--- src/rtl/pipelined_mux_tree.sv ---
// Pipelined tree of registered 4:1 muxes with a pipeline-wide hold.
// Define MUX_SCAN_EN to add scan_en and a free-running channel scan counter.
module pipelined_mux_tree #(
    parameter int DATA_W = 8,
    parameter int N_CH = 16,
    localparam int LEVELS = $clog2(N_CH) / 2,
    localparam int SEL_W = 2 * LEVELS
) (
    input  logic                   clk,
    input  logic                   rst_n,
    input  logic [N_CH*DATA_W-1:0] data_in,
    input  logic [SEL_W-1:0]       sel,
    input  logic                   in_valid,
    input  logic                   hold,
`ifdef MUX_SCAN_EN
    input  logic                   scan_en,
`endif
    output logic [DATA_W-1:0]      data_out,
    output logic [SEL_W-1:0]       out_sel,
    output logic                   out_valid
);

    logic [SEL_W-1:0] sel_eff;
    logic             vld_eff;

`ifdef MUX_SCAN_EN
    logic [SEL_W-1:0] scan_q, scan_d;

    always_comb begin
        scan_d  = scan_q;
        sel_eff = scan_en ? scan_q : sel;
        vld_eff = scan_en | in_valid;
        if (!hold) begin
            scan_d = scan_en ? scan_q + 1'b1 : '0;
        end
    end

    always_ff @(posedge clk or negedge rst_n) begin
        if (!rst_n) begin
            scan_q <= '0;
        end else begin
            scan_q <= scan_d;
        end
    end
`else
    assign sel_eff = sel;
    assign vld_eff = in_valid;
`endif

    for (genvar k = 0; k < LEVELS; k++) begin : g_lvl
        localparam int N_IN = N_CH >> (2 * k);
        localparam int N_OUT = N_IN / 4;

        logic [N_IN*DATA_W-1:0]  src;
        logic [SEL_W-1:0]        sel_in;
        logic                    vld_in;
        logic [N_OUT*DATA_W-1:0] mux;
        logic [N_OUT*DATA_W-1:0] data_d, data_q;
        logic [SEL_W-1:0]        sel_d, sel_q;
        logic                    vld_d, vld_q;

        if (k == 0) begin : g_head
            assign src    = data_in;
            assign sel_in = sel_eff;
            assign vld_in = vld_eff;
        end else begin : g_body
            assign src    = g_lvl[k-1].data_q;
            assign sel_in = g_lvl[k-1].sel_q;
            assign vld_in = g_lvl[k-1].vld_q;
        end

        always_comb begin
            mux = '0;
            for (int j = 0; j < N_OUT; j++) begin
                mux[j*DATA_W +: DATA_W] =
                    src[(4 * j + int'(sel_in[2*k +: 2])) * DATA_W +: DATA_W];
            end
        end

        // Bubbles only clear valid; data and sel keep the last real item.
        always_comb begin
            data_d = data_q;
            sel_d  = sel_q;
            vld_d  = vld_q;
            if (!hold) begin
                vld_d = vld_in;
                if (vld_in) begin
                    data_d = mux;
                    sel_d  = sel_in;
                end
            end
        end

        always_ff @(posedge clk or negedge rst_n) begin
            if (!rst_n) begin
                data_q <= '0;
                sel_q  <= '0;
                vld_q  <= 1'b0;
            end else begin
                data_q <= data_d;
                sel_q  <= sel_d;
                vld_q  <= vld_d;
            end
        end
    end

    assign data_out  = g_lvl[LEVELS-1].data_q;
    assign out_sel   = g_lvl[LEVELS-1].sel_q;
    assign out_valid = g_lvl[LEVELS-1].vld_q;

endmodule

--- config.mk ---
export PLATFORM = sky130hd
export DESIGN_NAME = pipelined_mux_tree
export DESIGN_NICKNAME = d
export VERILOG_FILES = /design/src/rtl/pipelined_mux_tree.sv
export SDC_FILE = /design/constraint.sdc
export NUM_CORES = 1
export LEC_CHECK = 0
export ABC_AREA = 1
export BUFFER_PORTS_ARGS = -buffer_cell sky130_fd_sc_hd__buf_4
export CAP_MARGIN = 20
export CELL_PAD_IN_SITES_DETAIL_PLACEMENT = 0
export CELL_PAD_IN_SITES_GLOBAL_PLACEMENT = 1
export CORE_ASPECT_RATIO = 1.2
export CORE_MARGIN = 4
export CORE_UTILIZATION = 32
export CTS_CLUSTER_DIAMETER = 100
export DETAILED_ROUTE_END_ITERATION = 10
export PLACE_DENSITY = 0.81
export SYNTH_ARGS = -nofsm -noshare
export SYNTH_HDL_FRONTEND = slang
export SYNTH_SLANG_ARGS = --single-unit
--- constraint.sdc ---
create_clock -name clk -period 1.7 [get_ports clk]
set_clock_uncertainty 0.2 [all_clocks]
set_input_delay 0.34 -clock clk [delete_from_list [all_inputs] [get_ports clk]]
set_output_delay 0.34 -clock clk [all_outputs]
set_load 0.01 [all_outputs]
# Word level (Yosys, flattened, before mapping)
# Index checks and enable logic that the tools add are counted.
# Widths: inputs -> output; s select.
dict set report word_totals {
  register_bits 50
  latchBits 0
  mem_bits_rw 0
  rom_bits 0
  in_bits 136
  output_inout_bits 13
  elab_cells 17
  n_memories 0
}
dict set report op_classes {
  add_sub_neg 3
  multipliers 0
  n_div 0
  n_lt_le_gt_ge 0
  eq_ne 0
  n_shift 5
  n_mux 0
  bitwise_logic 1
  reduce_logical 2
}
# cell count
set op_table {}
lappend op_table {{$shiftx 128x9->8} 2}
lappend op_table {{$shiftx 128x6->8} 1}
lappend op_table {{$shiftx 128x8->8} 1}
lappend op_table {{$shiftx 32x6->8} 1}
lappend op_table {{$add 4x2->5 const A} 2}
lappend op_table {{$add 3x2->4 const A} 1}
lappend op_table {{$reduce_and 2->1} 2}
lappend op_table {{$not 1->1} 1}

# Longest topological paths before layout
# Gate-level depths: netlist of run 1.
dict set report logic_depth {
  word_depth 2
  depth_mapped 8
  ltp_nobuf 6
}

# Worst setup path before layout of run 1
# OpenSTA, ideal clock, no wires.
dict set report synth_path {
  path_type {input-to-reg}
  startpoint {input hold}
  endpoint {register g_lvl[0].data_q[25]}
  setup_time_ns 0.124
  arrival_time_ns 0.909
  t_required_ns 1.376
  path_slack_ns 0.467
  cell_stages 6
  n_path_buf 2
  path_cell_list {inv_2 -> nand2_8 -> buf_12 -> buf_6 -> nand2_1 -> nand3_1}
}
dict set report synth_between {
  elab_chain_cells 2
}
# item line
set synth_rtl {}
lappend synth_rtl {{start: declaration} 14} ;# input logic hold,
lappend synth_rtl {{$not 1->1 (no source line)} n/a}
lappend synth_rtl {{$reduce_and 2->1 (no source line)} n/a}
lappend synth_rtl {{end signal: assignment} 100} ;# data_q <= data_d;
lappend synth_rtl {{end: declaration} 58} ;# logic [N_OUT*DATA_W-1:0] data_d, data_q;
# Every way passes these cells.
# A chain may end at the register's enable or synchronous reset.

# Final worst setup path of run 1
dict set report layout_path {
  startpoint {register g_lvl[1].data_q[0], in the netlist data_out[0]}
  endpoint {output data_out[0]}
}
# item line
set layout_lines {}
lappend layout_lines {{start: declaration} 58}
lappend layout_lines {{start signal: assignment} 100}
lappend layout_lines {{end: declaration} 18} ;# output logic [DATA_W-1:0] data_out,
# No word-level cell between the ends.

==> impl_results.md, run 1 <==
* Top FF cell, synth: dfrtp_1
* DR pass1 iterations at 4
* DP Worst Slack at between 0.2 and 0.25 ns
* Top post-synthesis cells by area: nand2_1 (38%), dfrtp_1 (36%), nand3_1 (8.2%)
* Leading cell types by count after synthesis: nand2_1 (354), inv_1 (75), nand3_1 (58), dfrtp_1 (50), buf_2 (12)
* Final instance area at 4850 um2
* Routed len/inst at 12.0 um
* DR WL met2 at approximately 4.9 mm
* RSZ-0062 raised after global routing: no
* Total number of vias at ~3800
* Max Freq at about 730 MHz
* Pwr/cell area at ~780 nW/um2
* Initial antenna violation count at 0
* Maximum vdd drop at between 0.4 and 0.5 mV
* Post-synth ARST share at 1.00
* Total power at roughly 3.8 mW
* PortBufs at between 100 and 150
* Core ar. at between 10000 and 15000 um2
* Post-route DRC at 0
* Crit Path Max Fanout at 2
* Synth area leader: nand2_1
* Clk buf depth at 2
* Setup crit end kind: output pin
* CP max stage cell: dfrtp_1
* Reg clk slew, reported paths at 0.06 ns
* Metal3 WL at approximately 520 um
* Initial Util at 0.332
* Most common cell in the netlist: nand2_1
* First-pass GRT wire length at approximately 17 mm
* Worst Path Buf+Inv at 1
* CP top delay family: flip-flops
* Worst-Margin Slew at 0.619 ns
* Final setup violation count at 0
* Synth-to-layout area growth at 37.5%
* Setup TNS at 0 ns
* Avg Inst Size Synth at roughly 6.0 um2
* Vias in the first global route at ~3800
* CP Class: reg -> out
* Setup WS post-layout at around 0.34 ns
* Post-synthesis sequential area ratio at 0.355
* CP Launch Type: flop
* Slowest stage delay, CP at roughly 0.39 ns
* Clock Latency Late Sink at between 0.2 and 0.3 ns
* Largest net degree at the start of global routing at 65
* Layout cells sized above 1 at 0.241
* Worst relative slew slack at 0.587
* Number of synthesized register bits at 50
* GP Congestion at approximately 0.77
* Outcome: complete, no violations
* I/O Pins at roughly 150
* Nets at ~860
* DRT iter0 DRCs at around 130
* Post-Synthesis Cell Area at around 3500 um2
* Total gr overflow at 0
* Inserted Clock Buffers at 5
* Ys Warns at 0
* Arrival time worst endpoint at 0.82 ns
* Clk sinks at 50
* Antenna-violating nets left at 0
* Synth cell types at 20
* Pins Over Slew Limit at 0
* Leak at between 2 and 3 nW
* Total GRT Usage at 0.159
* Max-Cap Viols at 0
* H-Tree Depth at 2
* Syn_nets at 720
* Vias/cell at around 4.4
* Clk Tree Root Cell: clkbuf_16
* Tmin final at about 1.4 ns
* WL final at roughly 10 mm
* TritonCTS clock tree: done
* Met1 WL at approximately 4.7 mm
* CP cell instances: buf_4
* Die width at a little over 100 um
* Ant. Diodes at 0
* Worst path required time at 1.16 ns
* Chip height at around 120 um
* Dpl cell area at between 4000 and 5000 um2
* Number of synthesized flops with an enable pin at 0
* HPWL after detailed placement at roughly 8 mm
* Post-route clock period utilization at 0.802
* Rows at 41
* Uppermost layer routed: met4
* Hold Fails Final Rpt at 0
* HP Class: in -> reg
* Yosys top cell area share at 0.377
* Post-Synthesis Cells at approximately 580
* Die area at 12800 um2
## flip-flops by register name, indices dropped and copies added (netlist names)
| name | flops |
|---|---|
| data_out | 8 |
| g_lvl.data_q | 32 |
| out_sel | 4 |
| out_valid | 1 |
| g_lvl.sel_q | 4 |
| g_lvl.vld_q | 1 |
## placed cells by master, fill, tap and decap left out
cell type,count
dfrtp_1,50
inv_12,1
buf_12,3
nand2_1,354
nor2_1,4
nand3_1,58
inv_2,3
a21oi_2,1
o21ai_0,4
nor2_8,2
bufinv_16,1
inv_1,75
inv_4,1
clkbuf_8,1
clkbuf_16,5
dlygate4sd3_1,1
o21ai_2,1
buf_4,152
nand2_2,1
nand2_8,1
## layer usage
layer,global-route usage,up-vias
met5,0,-
met4,0.0382,0
met3,0.0292,7
met2,0.269,92
met1,0.213,1678
li1,-,1988
## path summary, 6_finish.rpt
path	start	end	slack [ns]	cells past startpoint
worst max-delay path	data_out[0]	data_out[0]	0.34	1
min in group asynchronous	rst_n	g_lvl[0].sel_q[2]	0.44	2
worst max register to register	g_lvl[0].sel_q[3]	data_out[0]	0.36	4
worst min-delay path	sel[2]	g_lvl[0].sel_q[2]	0.07	3
max in group asynchronous	rst_n	g_lvl[0].data_q[30]	0.45	2
worst min register to register	g_lvl[0].sel_q[0]	out_sel[0]	0.27	2
## metrics by stage
stage / hold WS (ns) / cells / util
3_5_place_dp: 0.202 / 840 / 0.439
5_1_grt: 0.0943 / 848 / 0.456
3_3_place_gp: 0.195 / 840 / 0.439
6_report: 0.0697 / 848 / 0.456
2_1_floorplan: -0.156 / 584 / -
4_1_cts: 0.0676 / 848 / 0.456
## cells by family after synthesis
| group | count (synthesis) | share of synthesized area |
|---|---|---|
| DFF | 50 | 0.355 |
| and+or+nand+nor | 420 | 0.483 |
| buffers and inverters | 108 | 0.152 |
| AOI/OAI and AO/OA | 6 | 0.0107 |
## final cells by class
class	count	area [um2]
Clock inverter	1	30.0
Inverter	80	315
Clock buffer	6	139
Multi-Input combinational cell	426	1740
Tap cell	129	161
Sequential cell	50	1250
Timing Repair Buffer	156	1210
Fill cell	1162	5770
## repair_timing
item / CTS / global route
buffers inserted: 0 / 0
hold buffers: 1 / 0
endpoints found under the hold margin: 50 / 0
gates resized for setup: 0 / 0
## power by group
part	internal [mW]	switching (mW)	total, mW
sequential	1.40	0.122	1.52
clock	0.726	0.409	1.13
combinational	0.543	0.565	1.11
total	2.67	1.10	3.76
Note: power is estimated with default switching activity, not from simulation.
==> run 2: changes to the inputs <==
==> constraint.sdc (replaced) <==
create_clock -name clk -period 1.3 [get_ports clk]
set_clock_uncertainty 0.2 [all_clocks]
set_input_delay 0.26 -clock clk [delete_from_list [all_inputs] [get_ports clk]]
set_output_delay 0.26 -clock clk [all_outputs]
set_load 0.01 [all_outputs]
==> run 2 against run 1 <==
Compared with the run above:
- die area stayed put
- clock-buffer cell count did not move
- global-route usage shrank 0.28 points
- non-clock buffer count grew 13
- utilization is 1.6 points higher
- final area rose by 3.6%
- critical path type unchanged
- largest cell class unchanged
==> impl_results.md, run 2 (synthesis results as in run 1) <==
* Outcome: complete, no violations
* Total gr overflow at 0 (unchanged)
* Final hold slack at 0.0142 ns (-0.0555 ns)
* Die width at 104 um (unchanged)
* Pins Over Slew Limit at 0 (unchanged)
* Worst Path Buf+Inv at 1 (unchanged)
* Initial antenna violation count at 0 (unchanged)
* Met1 WL at 4.71 mm (+0.17%)
* Nets at 868 (+1.5%)
* Final setup violation count at 0 (unchanged)
* WL final at 10.3 mm (+1.2%)
* Arrival time worst endpoint at 0.82 ns (about the same)
* Max-Cap Viols at 0 (unchanged)
* CP Launch Type: flop
* Tmin final at ~1.3 ns
* Ant. Diodes at 0 (unchanged)
* Largest net degree at the start of global routing at 65 (unchanged)
* Chip height at 123 um (unchanged)
* Die area at 12800 um2 (unchanged)
* Pwr/cell area at 978 nW/um2 (+26%)
* HP Class: in -> reg
* Reg clk slew, reported paths at 0.07 ns (about the same)
* Setup crit start: data_out[4]
* CP Class: reg -> out
* Max Freq at 782 MHz
* Vias/cell at 4.45 (+0.31%)
* DR WL met2 at 5.02 mm (+3.0%)
* Vias in the first global route at 3818 (+1.4%)
* Core ar. at 10600 um2 (unchanged)
* CP Capture Point: data_out[4]
* Commonest non-fill, non-tap cell in the layout: nand2_1
* Total GRT Usage at 0.156 (-0.00284)
* Leak at 3.07 nW (+2.5%)
* DR pass1 iterations at 4 (unchanged)
* CP max stage cell: dfrtp_1
* Max reg flops at 32 (unchanged)
* Total number of vias at 3839 (+2.0%)
* Crit path depth at 1 (unchanged)
* Initial Util at 0.332 (unchanged)
* Metal3 WL at 477 um (-8.8%)
* Setup WS post-layout at 0.0220 ns (-0.314 ns)
* Flop-to-flop setup slack at 0.02 ns (-0.34 ns)
* HPWL after detailed placement at 8.13 mm (+0.58%)
* Crit Path Max Fanout at 2 (unchanged)
* Uppermost layer routed: met4
* Fill count at 1130 (-2.8%)
* PortBufs at 148 (unchanged)
* Antenna-violating nets left at 0 (unchanged)
* Worst-Margin Slew at 0.274 ns (-0.345 ns)
* RSZ-0062 raised after global routing: yes
* Rows at 41 (unchanged)
* GP Congestion at 0.787 (+2.5%)
* Routed len/inst at 12.0 um (-0.45%)
* Layout cells sized above 1 at 0.261 (+0.0200)
* DRT iter0 DRCs at 171 (+34%)
* Worst relative slew slack at 0.817 (+0.230)
* TritonCTS clock tree: done
* DP Worst Slack at -0.0258 ns (-0.253 ns)
* R2R depth at 6 (+2)
* Largest reg by FF count: g_lvl.data_q
* CP top delay family: flip-flops
* Clk buf depth at 2 (unchanged)
* Reg-to-Reg Start: g_lvl[0].sel_q[2]
* FF-to-FF End: data_out[6]
* Setup crit end kind: output pin
* Hold Fails Final Rpt at 0 (unchanged)
* Slowest stage delay, CP at 0.40 ns (about the same)
* Maximum vdd drop at 0.577 mV (+41%)
* Final Util at 0.473 (+0.0165)
* I/O Pins at 149 (unchanged)
* CP cell instances: buf_6
* First-pass GRT wire length at 16.9 mm (-0.25%)
* Clock Latency Late Sink at 0.28 ns (about the same)
* Clk Tree Root Cell: clkbuf_16
* Most frequent cells in the layout: nand2_1 (350), buf_4 (154), inv_1 (75)
* Inserted Clock Buffers at 5 (unchanged)
* H-Tree Depth at 2 (unchanged)
* Post-route clock period utilization at 0.983
* Worst path required time at 0.84 ns (-0.32 ns)
* Clk sinks at 50 (unchanged)
* Post-route DRC at 0 (unchanged)
* Synth-to-layout area growth at 42.5%
[run 2: changes by cell type in the layout (fill, tap and decap cells not counted), moves of 2 or more]
| cell | previous run | this run |
|---|---|---|
| buf_4 | 152 | 154 |
| dlygate4sd3_1 | 1 | 3 |
| buf_12 | 3 | 5 |
| nand2_1 | 354 | 350 |
| nand2_2 | 1 | 5 |
| buf_6 | 0 | 5 |
[run 2: how the worst min path moves through the flow]
stage | start | end | slack (ns) | depth (start not counted)
after global routing | hold | out_valid | 0.02 | 3
after detailed placement | rst_n | out_valid | 0.06 | 2
after CTS | hold | out_valid | 0.01 | 3
after floorplan | rst_n | data_out[0] | -0.24 | 0
final | hold | out_valid | 0.01 | 3
after global placement | rst_n | g_lvl[0].data_q[26] | 0.06 | 2
[run 2: area by class of cell]
class / count / area [um2] / share of cell area
clock buffers: 6 / 139 / 0.0277
repair buffers: 169 / 1380 / 0.275
well taps: 129 / 161 / 0.0321
inverters: 80 / 323 / 0.0643
flip-flops and latches: 50 / 1250 / 0.249
multi-input cells: 426 / 1750 / 0.349
clock inverters: 2 / 12.5 / 0.00249
[run 2: power breakdown]
| group | internal (mW) | switching [mW] | total (mW) |
|---|---|---|---|
| Sequential | 1.83 | 0.179 | 2.01 |
| Clock | 0.762 | 0.554 | 1.32 |
| Combinational | 0.818 | 0.768 | 1.59 |
[run 2: metal layers]
layer / track usage / up-vias
li1: - / 2017
met1: 0.207 / 1724
met2: 0.273 / 92
met3: 0.0225 / 6
met4: 0.0341 / 0
met5: 0 / -
[run 2: stage by stage]
step,setup TNS (ns),instance area [um2],instances,total power [mW]
finish,0,5020,862,4.91
global route,-0.192,5020,862,5.24
floorplan,0,3520,584,2.78
detailed placement,-0.100,4740,846,3.51
global placement,-0.0322,4740,846,3.49
CTS,0,4930,857,4.86
[run 2: repair_timing]
item / CTS / global route
endpoints found under the setup margin: 8 / 12
hold buffers: 3 / 0
gates resized for setup: 4 / 12
hold endpoints to repair: 52 / 0
setup buffers: 0 / 4
pin swaps: 0 / 0
cloned: 0 / 1
